--- config.mk ---
export PLATFORM = sky130hd
export DESIGN_NAME = i2c_bus_monitor
export DESIGN_NICKNAME = d
export VERILOG_FILES = /design/src/rtl/i2c_bus_monitor.sv
export SDC_FILE = /design/constraint.sdc
export NUM_CORES = 1
export LEC_CHECK = 0
export CAP_MARGIN = 20
export CORE_UTILIZATION = 64
export DETAILED_ROUTE_END_ITERATION = 8
export PLACE_DENSITY = 0.85
export SYNTH_ARGS = -nofsm -noshare
export SYNTH_HDL_FRONTEND = slang
export SYNTH_SLANG_ARGS = --single-unit
export TNS_END_PERCENT = 100
--- constraint.sdc ---
create_clock -name clk -period 3.9 [get_ports clk]
set_input_delay 0.585 -clock clk [delete_from_list [all_inputs] [get_ports clk]]
set_output_delay 0.585 -clock clk [all_outputs]
set_load 0.03 [all_outputs]
--- src/rtl/i2c_bus_monitor.sv ---
// Passive I2C bus monitor: filters SCL/SDA, detects START/RESTART/STOP, decodes bytes into a record FIFO.
// Optional SCL-low timeout is enabled by defining I2C_MON_TIMEOUT_EN.
module i2c_bus_monitor #(
    parameter int FILT_LEN    = 4,
    parameter int FIFO_DEPTH  = 8,
    parameter int TIMEOUT_CYC = 5000
) (
    input  logic                          clk,
    input  logic                          rst,
    input  logic                          scl_i,
    input  logic                          sda_i,
    output logic                          start_o,
    output logic                          restart_o,
    output logic                          stop_o,
    output logic                          busy_o,
    output logic                          proto_err_o,
    output logic                          rd_valid_o,
    output logic [10:0]                   rd_data_o,
    input  logic                          rd_en_i,
    output logic [$clog2(FIFO_DEPTH):0]   count_o,
    output logic                          ovf_o,
    input  logic                          ovf_clr_i,
    output logic                          timeout_o
);

    localparam int AW = $clog2(FIFO_DEPTH);
    localparam int FW = $clog2(FILT_LEN + 1);

    typedef enum logic [1:0] {S_IDLE, S_BITS, S_ACK} state_t;

    // Index 0 carries SCL, index 1 carries SDA.
    logic [1:0]    r_sync1, r_sync2, r_filt, r_filt_d;
    logic [FW-1:0] r_stab [2];

    state_t        r_state, w_state_nxt;
    logic [3:0]    r_bit_cnt, w_bit_cnt_nxt;
    logic [3:0]    r_bits_done, w_bits_done_nxt;
    logic [7:0]    r_byte, w_byte_nxt;
    logic          r_busy, w_busy_nxt;
    logic          r_start, r_restart, r_stop, r_perr;
    logic          w_start_nxt, w_restart_nxt, w_stop_nxt, w_perr_nxt;
    logic          w_push;
    logic [10:0]   w_push_data;
    logic          w_to_hit;

    logic [10:0]   r_mem [FIFO_DEPTH];
    logic [AW-1:0] r_wptr, r_rptr;
    logic [AW:0]   r_count;
    logic          r_ovf;
    logic          w_pop, w_full, w_wr, w_ovf_set;

    logic w_scl_f, w_sda_f, w_scl_rise, w_sda_fall, w_sda_rise;

    always_ff @(posedge clk) begin
        if (rst) begin
            r_sync1  <= 2'b11;
            r_sync2  <= 2'b11;
            r_filt   <= 2'b11;
            r_filt_d <= 2'b11;
            for (int i = 0; i < 2; i++) r_stab[i] <= '0;
        end else begin
            r_sync1  <= {sda_i, scl_i};
            r_sync2  <= r_sync1;
            r_filt_d <= r_filt;
            for (int i = 0; i < 2; i++) begin
                if (r_sync2[i] == r_filt[i]) begin
                    r_stab[i] <= '0;
                end else if (r_stab[i] == FW'(FILT_LEN - 1)) begin
                    r_stab[i] <= '0;
                    r_filt[i] <= r_sync2[i];
                end else begin
                    r_stab[i] <= r_stab[i] + FW'(1);
                end
            end
        end
    end

    assign w_scl_f    = r_filt[0];
    assign w_sda_f    = r_filt[1];
    assign w_scl_rise = r_filt[0] & ~r_filt_d[0];
    assign w_sda_fall = ~r_filt[1] & r_filt_d[1];
    assign w_sda_rise = r_filt[1] & ~r_filt_d[1];

`ifdef I2C_MON_TIMEOUT_EN
    localparam int TW = $clog2(TIMEOUT_CYC + 1);
    logic [TW-1:0] r_to_cnt;
    logic          r_timeout;

    assign w_to_hit = r_busy && !w_scl_f && (r_to_cnt == TW'(TIMEOUT_CYC - 1));

    always_ff @(posedge clk) begin
        if (rst) begin
            r_to_cnt  <= '0;
            r_timeout <= 1'b0;
        end else begin
            r_timeout <= w_to_hit;
            if (!r_busy || w_scl_f || w_to_hit) r_to_cnt <= '0;
            else                                r_to_cnt <= r_to_cnt + TW'(1);
        end
    end

    assign timeout_o = r_timeout;
`else
    assign w_to_hit  = (TIMEOUT_CYC < 0);
    assign timeout_o = 1'b0;
`endif

    always_ff @(posedge clk) begin
        if (rst) begin
            r_state     <= S_IDLE;
            r_bit_cnt   <= '0;
            r_bits_done <= '0;
            r_byte      <= '0;
            r_busy      <= 1'b0;
            r_start     <= 1'b0;
            r_restart   <= 1'b0;
            r_stop      <= 1'b0;
            r_perr      <= 1'b0;
        end else begin
            r_state     <= w_state_nxt;
            r_bit_cnt   <= w_bit_cnt_nxt;
            r_bits_done <= w_bits_done_nxt;
            r_byte      <= w_byte_nxt;
            r_busy      <= w_busy_nxt;
            r_start     <= w_start_nxt;
            r_restart   <= w_restart_nxt;
            r_stop      <= w_stop_nxt;
            r_perr      <= w_perr_nxt;
        end
    end

    // The SCL rise that precedes every STOP/RESTART is not a data bit, so the
    // partial-byte check uses the bit count held before the latest SCL rise.
    always_comb begin
        w_state_nxt     = r_state;
        w_bit_cnt_nxt   = r_bit_cnt;
        w_bits_done_nxt = r_bits_done;
        w_byte_nxt      = r_byte;
        w_busy_nxt      = r_busy;
        w_start_nxt     = 1'b0;
        w_restart_nxt   = 1'b0;
        w_stop_nxt      = 1'b0;
        w_perr_nxt      = 1'b0;
        w_push          = 1'b0;
        w_push_data     = '0;
        if (w_scl_f && w_sda_fall) begin
            w_start_nxt     = !r_busy;
            w_restart_nxt   = r_busy;
            w_perr_nxt      = (r_bits_done != 4'd0);
            w_busy_nxt      = 1'b1;
            w_bit_cnt_nxt   = '0;
            w_bits_done_nxt = '0;
            w_state_nxt     = S_BITS;
            w_push          = 1'b1;
            w_push_data     = {(r_busy ? 2'b10 : 2'b01), 9'd0};
        end else if (w_scl_f && w_sda_rise) begin
            w_stop_nxt      = 1'b1;
            w_perr_nxt      = (r_bits_done != 4'd0);
            w_busy_nxt      = 1'b0;
            w_bit_cnt_nxt   = '0;
            w_bits_done_nxt = '0;
            w_state_nxt     = S_IDLE;
            w_push          = 1'b1;
            w_push_data     = {2'b11, 9'd0};
        end else if (w_to_hit) begin
            w_busy_nxt      = 1'b0;
            w_bit_cnt_nxt   = '0;
            w_bits_done_nxt = '0;
            w_state_nxt     = S_IDLE;
        end else if (w_scl_rise) begin
            w_bits_done_nxt = r_bit_cnt;
            case (r_state)
                S_BITS: begin
                    w_byte_nxt    = {r_byte[6:0], w_sda_f};
                    w_bit_cnt_nxt = r_bit_cnt + 4'd1;
                    if (r_bit_cnt == 4'd7) w_state_nxt = S_ACK;
                end
                S_ACK: begin
                    w_push        = 1'b1;
                    w_push_data   = {2'b00, r_byte, w_sda_f};
                    w_bit_cnt_nxt = '0;
                    w_state_nxt   = S_BITS;
                end
                default: ;
            endcase
        end
    end

    assign w_pop     = rd_en_i && (r_count != '0);
    assign w_full    = (r_count == (AW + 1)'(FIFO_DEPTH));
    assign w_wr      = w_push && (!w_full || w_pop);
    assign w_ovf_set = w_push && w_full && !w_pop;

    always_ff @(posedge clk) begin
        if (rst) begin
            r_wptr  <= '0;
            r_rptr  <= '0;
            r_count <= '0;
            r_ovf   <= 1'b0;
        end else begin
            if (w_wr)  r_wptr <= r_wptr + AW'(1);
            if (w_pop) r_rptr <= r_rptr + AW'(1);
            case ({w_wr, w_pop})
                2'b10:   r_count <= r_count + (AW + 1)'(1);
                2'b01:   r_count <= r_count - (AW + 1)'(1);
                default: r_count <= r_count;
            endcase
            if (w_ovf_set)      r_ovf <= 1'b1;
            else if (ovf_clr_i) r_ovf <= 1'b0;
        end
    end

    always_ff @(posedge clk) begin
        if (w_wr) r_mem[r_wptr] <= w_push_data;
    end

    assign start_o     = r_start;
    assign restart_o   = r_restart;
    assign stop_o      = r_stop;
    assign busy_o      = r_busy;
    assign proto_err_o = r_perr;
    assign rd_valid_o  = (r_count != '0);
    assign rd_data_o   = rd_valid_o ? r_mem[r_rptr] : 11'd0;
    assign count_o     = r_count;
    assign ovf_o       = r_ovf;

endmodule

==> impl_metrics.tcl <==
set metrics [dict create \
    status "completed" \
    reg2reg_from "r_state[0]" \
    layout_min_cycle_time_ns 3.23 \
    ir_drop_uv 380 \
    setup_tns_ns 0 \
    postCtsSetupBuffers 0 \
    crit_family "buffers and inverters" \
    antenna_found_initial 0 \
    ant_nets 0 \
    seq_power_share_pct 37.7 \
    clkTransAtPathRegs_ns 0.06 \
    cp_data_arrival_time_ns 2.65 \
    cts_max_level 4 \
    period_share_pct 82.9 \
    multi_input_area_sq_mm 0.00181 \
    async_reset_ff_share_pct 0 \
    min_from "r_sync1[0]" \
    crit_required_ns 3.31 \
    die_area_sq_mm 0.00917 \
    num-fill-cells 432 \
    grt_usage_pct 25.8 \
    slowest_stage "mux4_2" \
    grt_pass1_vias 3264 \
    drt-initial-drc-count 256 \
    cts_hold_buf 0 \
    drive_above_1_share_pct 18.0 \
    die_w_microns 95.8 \
    maxCapViolCount 0 \
    port_buffers 27 \
    dr.pass1.iters 5 \
    switching_share_pct 28.4 \
    cts_buffers 17 \
    crit_fanout 22 \
    areaGrowthSynthToFinish_pct 18.5 \
    start_util_pct 67.2 \
    netlist_area_sq_mm 0.00563 \
    regArea_sq_mm 0.00372 \
    p_int_mw 3.12 \
    maxSlewViolCount 0 \
    fin_worst_skew_ns 0.00950 \
    wirelength_microns 10300 \
    synth-seq-area-share_pct 66.1 \
    path_class "reg -> out" \
    post-route-drc-count 0 \
    leakage_nw 2.27 \
    synth_top_flop_cell "edfxtp_1" \
    p_clk_share_pct 38.7 \
    setup.worst_path.end_class "output port" \
    crit_buf_inv 2 \
    cts_root_buf "clkbuf_8" \
    layout.nets 448 \
    die_h_microns 95.8 \
    grt.overflow.total 0 \
    tightest_slew_ns 1.02 \
    rr_worst_depth 6 \
    crit_chain "buf_4 > mux4_2 > mux2i_1 > nor2_1 > clkdlybuf4s50_1" \
    antenna_cells 0 \
    core_sq_mm 0.00838 \
    hp-class "reg -> reg" \
    r2r_slack_ns 1.10 \
    relSlewSlack_pct 31.4 \
    synth_warnings 0 \
    design_power_total_mw 4.36 \
    rr_endpoint "r_mem[6][6]" \
    vias 3228 \
    ios 29 \
    min_path_cells 1 \
    ys_types 50 \
    routabilityCongestion 0.825 \
    critPathLaunchType "flip-flop" \
    holdPathEnd "r_sync2[0]" \
    synth_edf_count 94 \
    wire_per_inst_microns 18.8 \
    post-dp-hpwl_microns 6630 \
    rsz0062_at_grt "no" \
    post_cts_resized 0 \
    syn_area_per_cell_sq_um 14.5 \
    ys_ff_latch 139 \
    clkSinkCount 139 \
    synthCells 388 \
    clock_latency_ns 0.52 \
    clock_path_buffers 2 \
    cts_tree "yes" \
    fp-row-count 33 \
    max_freq_mhz 309 \
    combPwrFrac_pct 23.6 \
    p_switching_mw 1.24 \
    hold_violations 0 \
    grt_pass1_wl_microns 16700 \
    setup_viol 0 \
    vias_per_cell 5.87 \
    p_per_area_mw_per_mm2 654 \
    grt_max_degree 35 \
    max_stage_delay_ns 0.59 \
]
[cell type report]
type                            instances  share of cell area, %
Sequential cell                       139                   55.8
Tap cell                              105                   1.97
Clock inverter                         14                   3.15
Inverter                               11                  0.619
Clock buffer                           18                   6.27
Timing Repair Buffer                   35                   4.95
Multi-Input combinational cell        228                   27.2
[layout by cell type (no fill, tap or decap), types with 2 or more instances in the layout]
cell	instances
a211oi_1	2
a21boi_0	3
a21oi_1	14
a31oi_1	2
and2_1	9
buf_4	8
bufinv_16	4
clkbuf_16	16
clkdlybuf4s50_1	27
clkinv_4	2
clkinvlp_4	2
conb_1	7
dfxtp_1	45
edfxtp_1	94
ha_1	10
inv_1	10
inv_6	4
inv_8	2
mux2i_1	23
mux4_2	22
nand2_1	24
nand2b_1	5
nand3_1	4
nor2_1	48
nor2b_1	4
nor3_1	6
nor3_2	2
nor3b_1	2
o21ai_0	5
or2_2	6
or3_1	2
xnor2_1	4
xor2_1	3
[worst max-delay path by stage]
stage | startpoint | end | slack, ns | depth (start not counted)
after floorplan | r_state[0] | r_mem[1][0] | 1.38 | 8
after global placement | rd_en_i | r_mem[6][8] | 0.99 | 4
after detailed placement | rd_en_i | r_mem[6][8] | 0.87 | 4
after CTS | flip-flop | rd_data_o[2] | 0.61 | 5
after global routing | flip-flop | rd_data_o[6] | 0.53 | 5
final | flip-flop | rd_data_o[2] | 0.67 | 5
[state kept, by name, summed over array words and instances (netlist names), 2 cells and up, named ones only]
name         count
r_mem           88
r_byte           8
r_stab           6
count_o          4
r_bit_cnt        4
r_bits_done      4
r_rptr           3
r_wptr           3
r_filt           2
r_filt_d         2
r_state          2
r_sync1          2
r_sync2          2
[Yosys cell counts, drive strengths merged, types with 2 or more instances]
cell type | count | share of area (%)
edfxtp | 94 | 50
nor2 | 49 | 3.4
dfxtp | 45 | 16
mux2i | 24 | 4.3
nand2 | 24 | 1.6
mux4 | 22 | 8.8
a21oi | 15 | 1.5
inv | 11 | 0.73
and2 | 10 | 1.2
ha | 10 | 2.2
clkbuf | 9 | 0.60
nor3 | 8 | 0.89
buf | 6 | 0.62
nand2b | 6 | 0.71
o21ai | 6 | 0.73
or2 | 6 | 0.67
nand3 | 4 | 0.36
nor2b | 4 | 0.44
xnor2 | 4 | 0.62
xor2 | 4 | 0.76
a21boi | 3 | 0.40
or3 | 3 | 0.42
a211oi | 2 | 0.27
a31oi | 2 | 0.22
conb | 2 | 0.13
nor3b | 2 | 0.27
nor4 | 2 | 0.33
[kinds of logic after synthesis]
group                    synth area share (%)
multiplexers                             13.3
adder cells (fa/ha/maj)                  2.22
XOR/XNOR                                 1.38
AO/OA/AOI/OAI                            3.89
other                                   0.133
AND/OR/NAND/NOR                          10.9
buffers and inverters                    1.96
flip-flops                               66.1
[metrics by stage]
stage          worst slack (ns)  cell area, sq um  util, %  instances  hold WS, ns
5_1_grt                   0.531              6670     79.6        550        0.430
3_3_place_gp              0.989              6040     72.1        518        0.392
2_1_floorplan              1.38              5650        -        393        0.389
6_report                  0.666              6670     79.6        550        0.412
3_5_place_dp              0.866              6040     72.1        518        0.396
4_1_cts                   0.606              6670     79.6        550        0.411
[routing by layer]
layer | track usage, % | vias to the layer above | part of all wire, %
met1 | 32.1 | 1603 | 41
met5 | 0 | - | 0
met4 | 9.33 | 0 | 1.1
met3 | 7.11 | 12 | 5.0
met2 | 43.4 | 100 | 53
li1 | - | 1513 | -
[power groups by stage]
stage / Clock, mW / Sequential, mW / Combinational [mW]
CTS: 1.71 / 1.64 / 1.04
detailed placement: 0 / 1.67 / 1.02
global placement: 0 / 1.67 / 1.00
floorplan: 0 / 1.69 / 0.668
global route: 1.78 / 1.65 / 1.10
finish: 1.69 / 1.64 / 1.03
No activity file was read; power rests on OpenSTA's default activity.
